### config.mk
export PLATFORM = sky130hd
export DESIGN_NAME = sha2_round_engine
export DESIGN_NICKNAME = d
export VERILOG_FILES = /design/src/rtl/sha2_pkg.sv /design/src/rtl/sha2_round_fn.sv /design/src/rtl/sha2_round_engine.sv
export SDC_FILE = /design/constraint.sdc
export NUM_CORES = 2
export LEC_CHECK = 0
export CAP_MARGIN = 20
export CELL_PAD_IN_SITES_DETAIL_PLACEMENT = 1
export CELL_PAD_IN_SITES_GLOBAL_PLACEMENT = 1
export CORE_UTILIZATION = 43
export CTS_BUF_LIST = sky130_fd_sc_hd__clkbuf_16
export CTS_CLUSTER_SIZE = 30
export DETAILED_ROUTE_END_ITERATION = 10
export PLACE_DENSITY_LB_ADDON = 0.1
export RECOVER_POWER = 100
export SETUP_SLACK_MARGIN = 0.4
export SLEW_MARGIN = 10
export SYNTH_ARGS = -nofsm -noshare
export SYNTH_HDL_FRONTEND = slang
export SYNTH_SLANG_ARGS = --single-unit
### constraint.sdc
create_clock -name clk -period 7.1 [get_ports clk]
set_clock_uncertainty 0.2 [all_clocks]
set_input_delay 1.42 -clock clk [delete_from_list [all_inputs] [get_ports clk]]
set_output_delay 1.42 -clock clk [all_outputs]
set_load 0.02 [all_outputs]
### src/rtl/sha2_pkg.sv
// Shared SHA-224/256 constants, state encoding and bitwise round helpers
// for the round engine and its single-round datapath.
package sha2_pkg;

   localparam int WORD_W = 32;

   typedef enum logic [1:0] {
      IDLE  = 2'd0,
      ROUND = 2'd1,
      FINAL = 2'd2
   } sha2_state_e;

   // Field order matches digest packing: a (H0) in the top word, h (H7) at the bottom.
   typedef struct packed {
      logic [31:0] a;
      logic [31:0] b;
      logic [31:0] c;
      logic [31:0] d;
      logic [31:0] e;
      logic [31:0] f;
      logic [31:0] g;
      logic [31:0] h;
   } sha2_vars_t;

   localparam logic [255:0] IV_256 = {
      32'h6a09e667, 32'hbb67ae85, 32'h3c6ef372, 32'ha54ff53a,
      32'h510e527f, 32'h9b05688c, 32'h1f83d9ab, 32'h5be0cd19};

   localparam logic [255:0] IV_224 = {
      32'hc1059ed8, 32'h367cd507, 32'h3070dd17, 32'hf70e5939,
      32'hffc00b31, 32'h68581511, 32'h64f98fa7, 32'hbefa4fa4};

   localparam logic [31:0] K [64] = '{
      32'h428a2f98, 32'h71374491, 32'hb5c0fbcf, 32'he9b5dba5, 32'h3956c25b, 32'h59f111f1, 32'h923f82a4, 32'hab1c5ed5,
      32'hd807aa98, 32'h12835b01, 32'h243185be, 32'h550c7dc3, 32'h72be5d74, 32'h80deb1fe, 32'h9bdc06a7, 32'hc19bf174,
      32'he49b69c1, 32'hefbe4786, 32'h0fc19dc6, 32'h240ca1cc, 32'h2de92c6f, 32'h4a7484aa, 32'h5cb0a9dc, 32'h76f988da,
      32'h983e5152, 32'ha831c66d, 32'hb00327c8, 32'hbf597fc7, 32'hc6e00bf3, 32'hd5a79147, 32'h06ca6351, 32'h14292967,
      32'h27b70a85, 32'h2e1b2138, 32'h4d2c6dfc, 32'h53380d13, 32'h650a7354, 32'h766a0abb, 32'h81c2c92e, 32'h92722c85,
      32'ha2bfe8a1, 32'ha81a664b, 32'hc24b8b70, 32'hc76c51a3, 32'hd192e819, 32'hd6990624, 32'hf40e3585, 32'h106aa070,
      32'h19a4c116, 32'h1e376c08, 32'h2748774c, 32'h34b0bcb5, 32'h391c0cb3, 32'h4ed8aa4a, 32'h5b9cca4f, 32'h682e6ff3,
      32'h748f82ee, 32'h78a5636f, 32'h84c87814, 32'h8cc70208, 32'h90befffa, 32'ha4506ceb, 32'hbef9a3f7, 32'hc67178f2};

   function automatic logic [31:0] big_sigma0(input logic [31:0] x);
      return {x[1:0], x[31:2]} ^ {x[12:0], x[31:13]} ^ {x[21:0], x[31:22]};
   endfunction

   function automatic logic [31:0] big_sigma1(input logic [31:0] x);
      return {x[5:0], x[31:6]} ^ {x[10:0], x[31:11]} ^ {x[24:0], x[31:25]};
   endfunction

   function automatic logic [31:0] ch(input logic [31:0] x, input logic [31:0] y,
                                      input logic [31:0] z);
      return (x & y) ^ (~x & z);
   endfunction

   function automatic logic [31:0] maj(input logic [31:0] x, input logic [31:0] y,
                                       input logic [31:0] z);
      return (x & y) ^ (x & z) ^ (y & z);
   endfunction

   function automatic logic [255:0] iv_sel(input logic is_224);
      return is_224 ? IV_224 : IV_256;
   endfunction

   // SHA-224 publishes only H0..H6.
   function automatic logic [255:0] digest_mask(input logic [255:0] h, input logic is_224);
      return is_224 ? {h[255:32], 32'h0} : h;
   endfunction

endpackage

### src/rtl/sha2_round_fn.sv
// Combinational single SHA-256 compression round: (a..h, K, W) -> next a..h.
module sha2_round_fn
   import sha2_pkg::*;
(
   input  sha2_vars_t  vars_i,
   input  logic [31:0] k_i,
   input  logic [31:0] w_i,
   output sha2_vars_t  vars_o
);

   logic [31:0] t1;
   logic [31:0] t2;

   always_comb begin
      t1 = vars_i.h + big_sigma1(vars_i.e) + ch(vars_i.e, vars_i.f, vars_i.g) + k_i + w_i;
      t2 = big_sigma0(vars_i.a) + maj(vars_i.a, vars_i.b, vars_i.c);
      vars_o.a = t1 + t2;
      vars_o.b = vars_i.a;
      vars_o.c = vars_i.b;
      vars_o.d = vars_i.c;
      vars_o.e = vars_i.d + t1;
      vars_o.f = vars_i.e;
      vars_o.g = vars_i.f;
      vars_o.h = vars_i.g;
   end

endmodule

### src/rtl/sha2_round_engine.sv
// SHA-224/256 block compression engine: P_UNROLL rounds per accepted schedule
// beat, final chaining add, multi-block chaining and a held digest register.
//
// state | meaning
// IDLE  | waiting for start; digest holds last result
// ROUND | accepting W beats, P_UNROLL rounds per beat
// FINAL | H += a..h, digest captured, done next cycle
module sha2_round_engine
   import sha2_pkg::*;
#(
   parameter int P_UNROLL = 1,
   parameter int P_WIDTH  = 32
) (
   input  logic                         clk,
   input  logic                         reset_n,
   input  logic                         start,
   input  logic                         mode_224,
   input  logic                         first_blk,
   input  logic                         w_valid,
   output logic                         w_ready,
   input  logic [P_WIDTH*P_UNROLL-1:0]  w_data,
   output logic                         busy,
   output logic                         done,
   output logic [255:0]                 digest
);

   if (P_UNROLL != 1 && P_UNROLL != 2 && P_UNROLL != 4) begin : g_bad_unroll
      $error("sha2_round_engine: P_UNROLL must be 1, 2 or 4");
   end
   if (P_WIDTH != WORD_W) begin : g_bad_width
      $error("sha2_round_engine: P_WIDTH must be 32");
   end

   localparam logic [5:0] T_STEP = 6'(P_UNROLL);
   localparam logic [5:0] T_LAST = 6'(64 - P_UNROLL);

   sha2_state_e  state_q, state_d;
   logic [5:0]   t_q, t_d;
   logic         mode_q, mode_d;
   sha2_vars_t   vars_q, vars_d;
   logic [255:0] hash_q, hash_d;
   logic [255:0] digest_q, digest_d;
   logic         done_q, done_d;

   sha2_vars_t   chain [P_UNROLL+1];

   assign chain[0] = vars_q;

   for (genvar gi = 0; gi < P_UNROLL; gi++) begin : g_round
      logic [5:0] k_idx;
      assign k_idx = t_q + 6'(gi);
      sha2_round_fn u_round (
         .vars_i (chain[gi]),
         .k_i    (K[k_idx]),
         .w_i    (w_data[gi*32 +: 32]),
         .vars_o (chain[gi+1])
      );
   end

   always_comb begin
      state_d  = state_q;
      t_d      = t_q;
      mode_d   = mode_q;
      vars_d   = vars_q;
      hash_d   = hash_q;
      digest_d = digest_q;
      done_d   = 1'b0;
      case (state_q)
         IDLE: begin
            if (start) begin
               mode_d = mode_224;
               if (first_blk) begin
                  hash_d = iv_sel(mode_224);
                  vars_d = iv_sel(mode_224);
               end else begin
                  vars_d = hash_q;
               end
               t_d     = '0;
               state_d = ROUND;
            end
         end
         ROUND: begin
            if (w_valid) begin
               vars_d = chain[P_UNROLL];
               t_d    = t_q + T_STEP;
               if (t_q == T_LAST) begin
                  state_d = FINAL;
               end
            end
         end
         FINAL: begin
            for (int i = 0; i < 8; i++) begin
               hash_d[32*i +: 32] = hash_q[32*i +: 32] + vars_q[32*i +: 32];
            end
            // Digest only moves here so it never exposes a block in flight.
            digest_d = digest_mask(hash_d, mode_q);
            done_d   = 1'b1;
            state_d  = IDLE;
         end
         default: begin
            state_d = IDLE;
         end
      endcase
   end

   always_ff @(posedge clk or negedge reset_n) begin
      if (!reset_n) begin
         state_q  <= IDLE;
         t_q      <= '0;
         mode_q   <= 1'b0;
         vars_q   <= IV_256;
         hash_q   <= IV_256;
         digest_q <= IV_256;
         done_q   <= 1'b0;
      end else begin
         state_q  <= state_d;
         t_q      <= t_d;
         mode_q   <= mode_d;
         vars_q   <= vars_d;
         hash_q   <= hash_d;
         digest_q <= digest_d;
         done_q   <= done_d;
      end
   end

   assign w_ready = (state_q == ROUND);
   assign busy    = (state_q != IDLE);
   assign done    = done_q;
   assign digest  = digest_q;

endmodule

==> run summary <==
grt met1 use: 50.0%
Synth Area in Compound Gates: 23.1%
post-route clock period utilization: 109%
register-to-register setup slack: -600 ps
Worst R2R Start: t_q[1]
First-pass DRT Iterations: 5
gpl congestion: 1.06
Cells after DPL: 8,984
outcome: complete, but fails checks
pin count of the biggest net entering global routing: 190
Tmin final: 7710 ps
synth cell count leaders: nand2_1 (1,005), a21oi_1 (707), o21ai_0 (666), nor2_1 (434), dfstp_2 (408)
via count of the routed design: 56,100
Setup crit start kind: input port
failing checks: max-capacitance violations, max-slew violations, negative setup slack
top-area cell type share of the netlist area: 18.9%
Inserted Clock Buffers: 97
GRT Overall Usage: 40.4%
met2 GRT Util: 63.7%
number of cells on the critical path: 31
met3 usage: 6.66%
end of the critical path: chain[511]
Final Routed Wirelength: 275,000 um
slowest cell on the critical path: fa_1
initial antenna violation count: 12
CP Launch Point: w_data[1]
Setup violations, final: 36
Die H: 365 um
Die X: 365 um
IO Count: 297
gr busiest metal: met2
mux contribution to synthesized area: 1.65%
Hold Buf Count CTS: 0
RSZ-0062 raised after global routing: yes
Port Buf Inserts: 296
crit path DAT: 8110 ps
initial core utilization: 43.5%
hpwl dp: 202,000 um
fraction of layout instances using a drive strength above 1: 22.5%
drc violations: 0
register area share after synthesis: 35.3%
critical path class: input port to flop
crit end category: flop
Syn Area/Cell: 8.47 sq um
area of the multi-input gates: 35,900 sq um
Vias/cell: 6.05
fillers: 15,100
DRT iter0 DRCs: 4,490
Mapped Area: 56,700 sq um
FFs w/ async S/R, synth: 100%
design area: 71,800 sq um
full die area: 133,000 sq um
Sum Neg Setup Slack: -10,600 ps
clk_lat worst skew: 760 ps
adder-cell share of the synthesized area: 13.2%
post-route ant nets: 0
Synth area leaders: dfstp_2 (19%), dfrtp_1 (16%), ha_1 (8.1%), nand2_1 (6.7%), a21oi_1 (6.2%)
Sink Count: 778
worst path required time: 7500 ps
Reg area: 20,000 sq um
Layout area overhead: 26.7%
Reg clk slew, reported paths: 60 ps
simple-gate share of the synthesized area: 15.2%
num rows: 132
WP buf/inv: 5
r2r worst-path depth: 34
Yosys warning count: 0
number of global-route vias before repair: 57,800
ys flop type: dfstp_2
largest family of logic cells by synthesized area: compound AO/OA/AOI/OAI gates
Clock Root Buffer: clkbuf_16
Cells after Synth: 6,691
Crit path top cell by count: fa_1
Slew headroom: -277%
Syn Nets: 7,230
Max-Cap Viols: 10
final cell count without fillers: 9,263
CTS tree: done
R2R Path End: chain[511]
worst-margin pin slew: 5650 ps
xor and xnor area share after synthesis: 6.60%
final net count: 7,975
most instantiated library cell after synthesis: nand2_1
Peak Freq: 130 MHz
worst min-delay path class: flop to flop
Unique masters post-synth: 94
Placeable Area: 130,000 sq um
htree depth: 3
Final Hold Viols: 0
CP max stage delay: 570 ps
clock tree buffer depth: 3
Max FO, Critical Path: 3
global route total overflow: 0
Worst Slack Setup Final: -611 ps
placed inst area: 66,000 sq um
top cell type by total area after synthesis: dfstp_2
WL/cell: 29.7 um
register bit count reported by yosys: 778
Post-synth EDFFs: 0
max-slew violations: 888
global-route wire length before repair: 395,000 um
Top delay family on crit path: adder cells
-- final cells by class --
| type | count | area share, % |
|---|---|---|
| clock inverter | 84 | 1.09 |
| timing repair buffer | 1053 | 12.8 |
| inverter | 344 | 1.86 |
| tap | 1742 | 3.04 |
| sequential | 778 | 27.8 |
| clock buffer | 99 | 3.45 |
| multi-input combinational | 5162 | 49.9 |
| antenna | 1 | 0.00348 |
-- through the flow --
stage	hold slack, ps	utilization (%)	setup slack [ps]
5_1_grt	277	55.2	-843
4_1_cts	258	54.2	-528
3_5_place_dp	249	50.7	-1730
2_1_floorplan	244	-	-442
6_report	254	55.2	-611
3_3_place_gp	246	50.7	-1600
-- per-layer routing --
metal / vias to the layer above / wire, um
met5: - / 25
met4: 4 / 25200
met3: 840 / 18000
met2: 2149 / 123000
met1: 28300 / 109000
li1: 24800 / -
-- worst register-to-register path: cells and delay by family (launching register included) --
kind                       cells  cell delay [ps]
AOI/OAI and AO/OA             17             2900
xor gates and xnor gates       3              480
adders and majority gates      5             1880
buffers and inverters          7              990
DFF                            1              370
muxes                          1              570
and+or+nand+nor                1              190
-- registers in the layout (all words and copies together) (netlist names) --
signal,count
chain,256
t_q,6
mode_q,1
state_q,2
done,1
digest,256
hash_q,256
-- cells in the final DEF, fill, tap and decap left out, drive strengths merged, types with 19 or more instances in the layout --
cell type	count
nand2	1005
buf	748
a21oi	711
o21ai	689
nor2	434
dfstp	408
dfrtp	370
inv	368
ha	368
xnor2	291
clkdlybuf4s50	282
a21o	224
fa	133
xor2	132
clkbuf	115
nand3	97
or3	91
nor3	79
and3	77
a211oi	65
a31oi	60
o211ai	58
o21a	54
o21bai	54
mux2i	53
nor2b	49
clkinv	42
nand2b	36
o31ai	31
a22o	27
nand4	27
o311ai	23
maj3	22
mux2	20
and2	19
-- worst min-delay path by stage --
stage | cells after the start | to | slack [ps] | startpoint
3_5_place_dp | 2 | digest[131] | 250 | digest[131]
5_1_grt | 2 | digest[209] | 280 | digest[209]
2_1_floorplan | 2 | hash_q[44] | 240 | hash_q[44]
3_3_place_gp | 2 | digest[207] | 250 | digest[207]
6_report | 2 | digest[131] | 250 | digest[131]
4_1_cts | 2 | digest[131] | 260 | digest[131]
-- cell families (layout without fill, tap and decap cells) --
logic type	count (synthesis)	in the layout
AOI/OAI and AO/OA	2163	2163
xor gates and xnor gates	424	424
adders and majority gates	523	523
buffers and inverters	751	1580
DFF	778	778
muxes	81	81
other	0	1
and+or+nand+nor	1971	1971
-- timing repair --
action | in CTS | in global routing
endpoints found under the setup margin | 47 | 48
resized for setup | 237 | 227
setup buffers | 54 | 41
pin swaps | 140 | 197
Power is not shown: default switching activity piles up to over one toggle a cycle in this logic, so the estimate is an artifact.
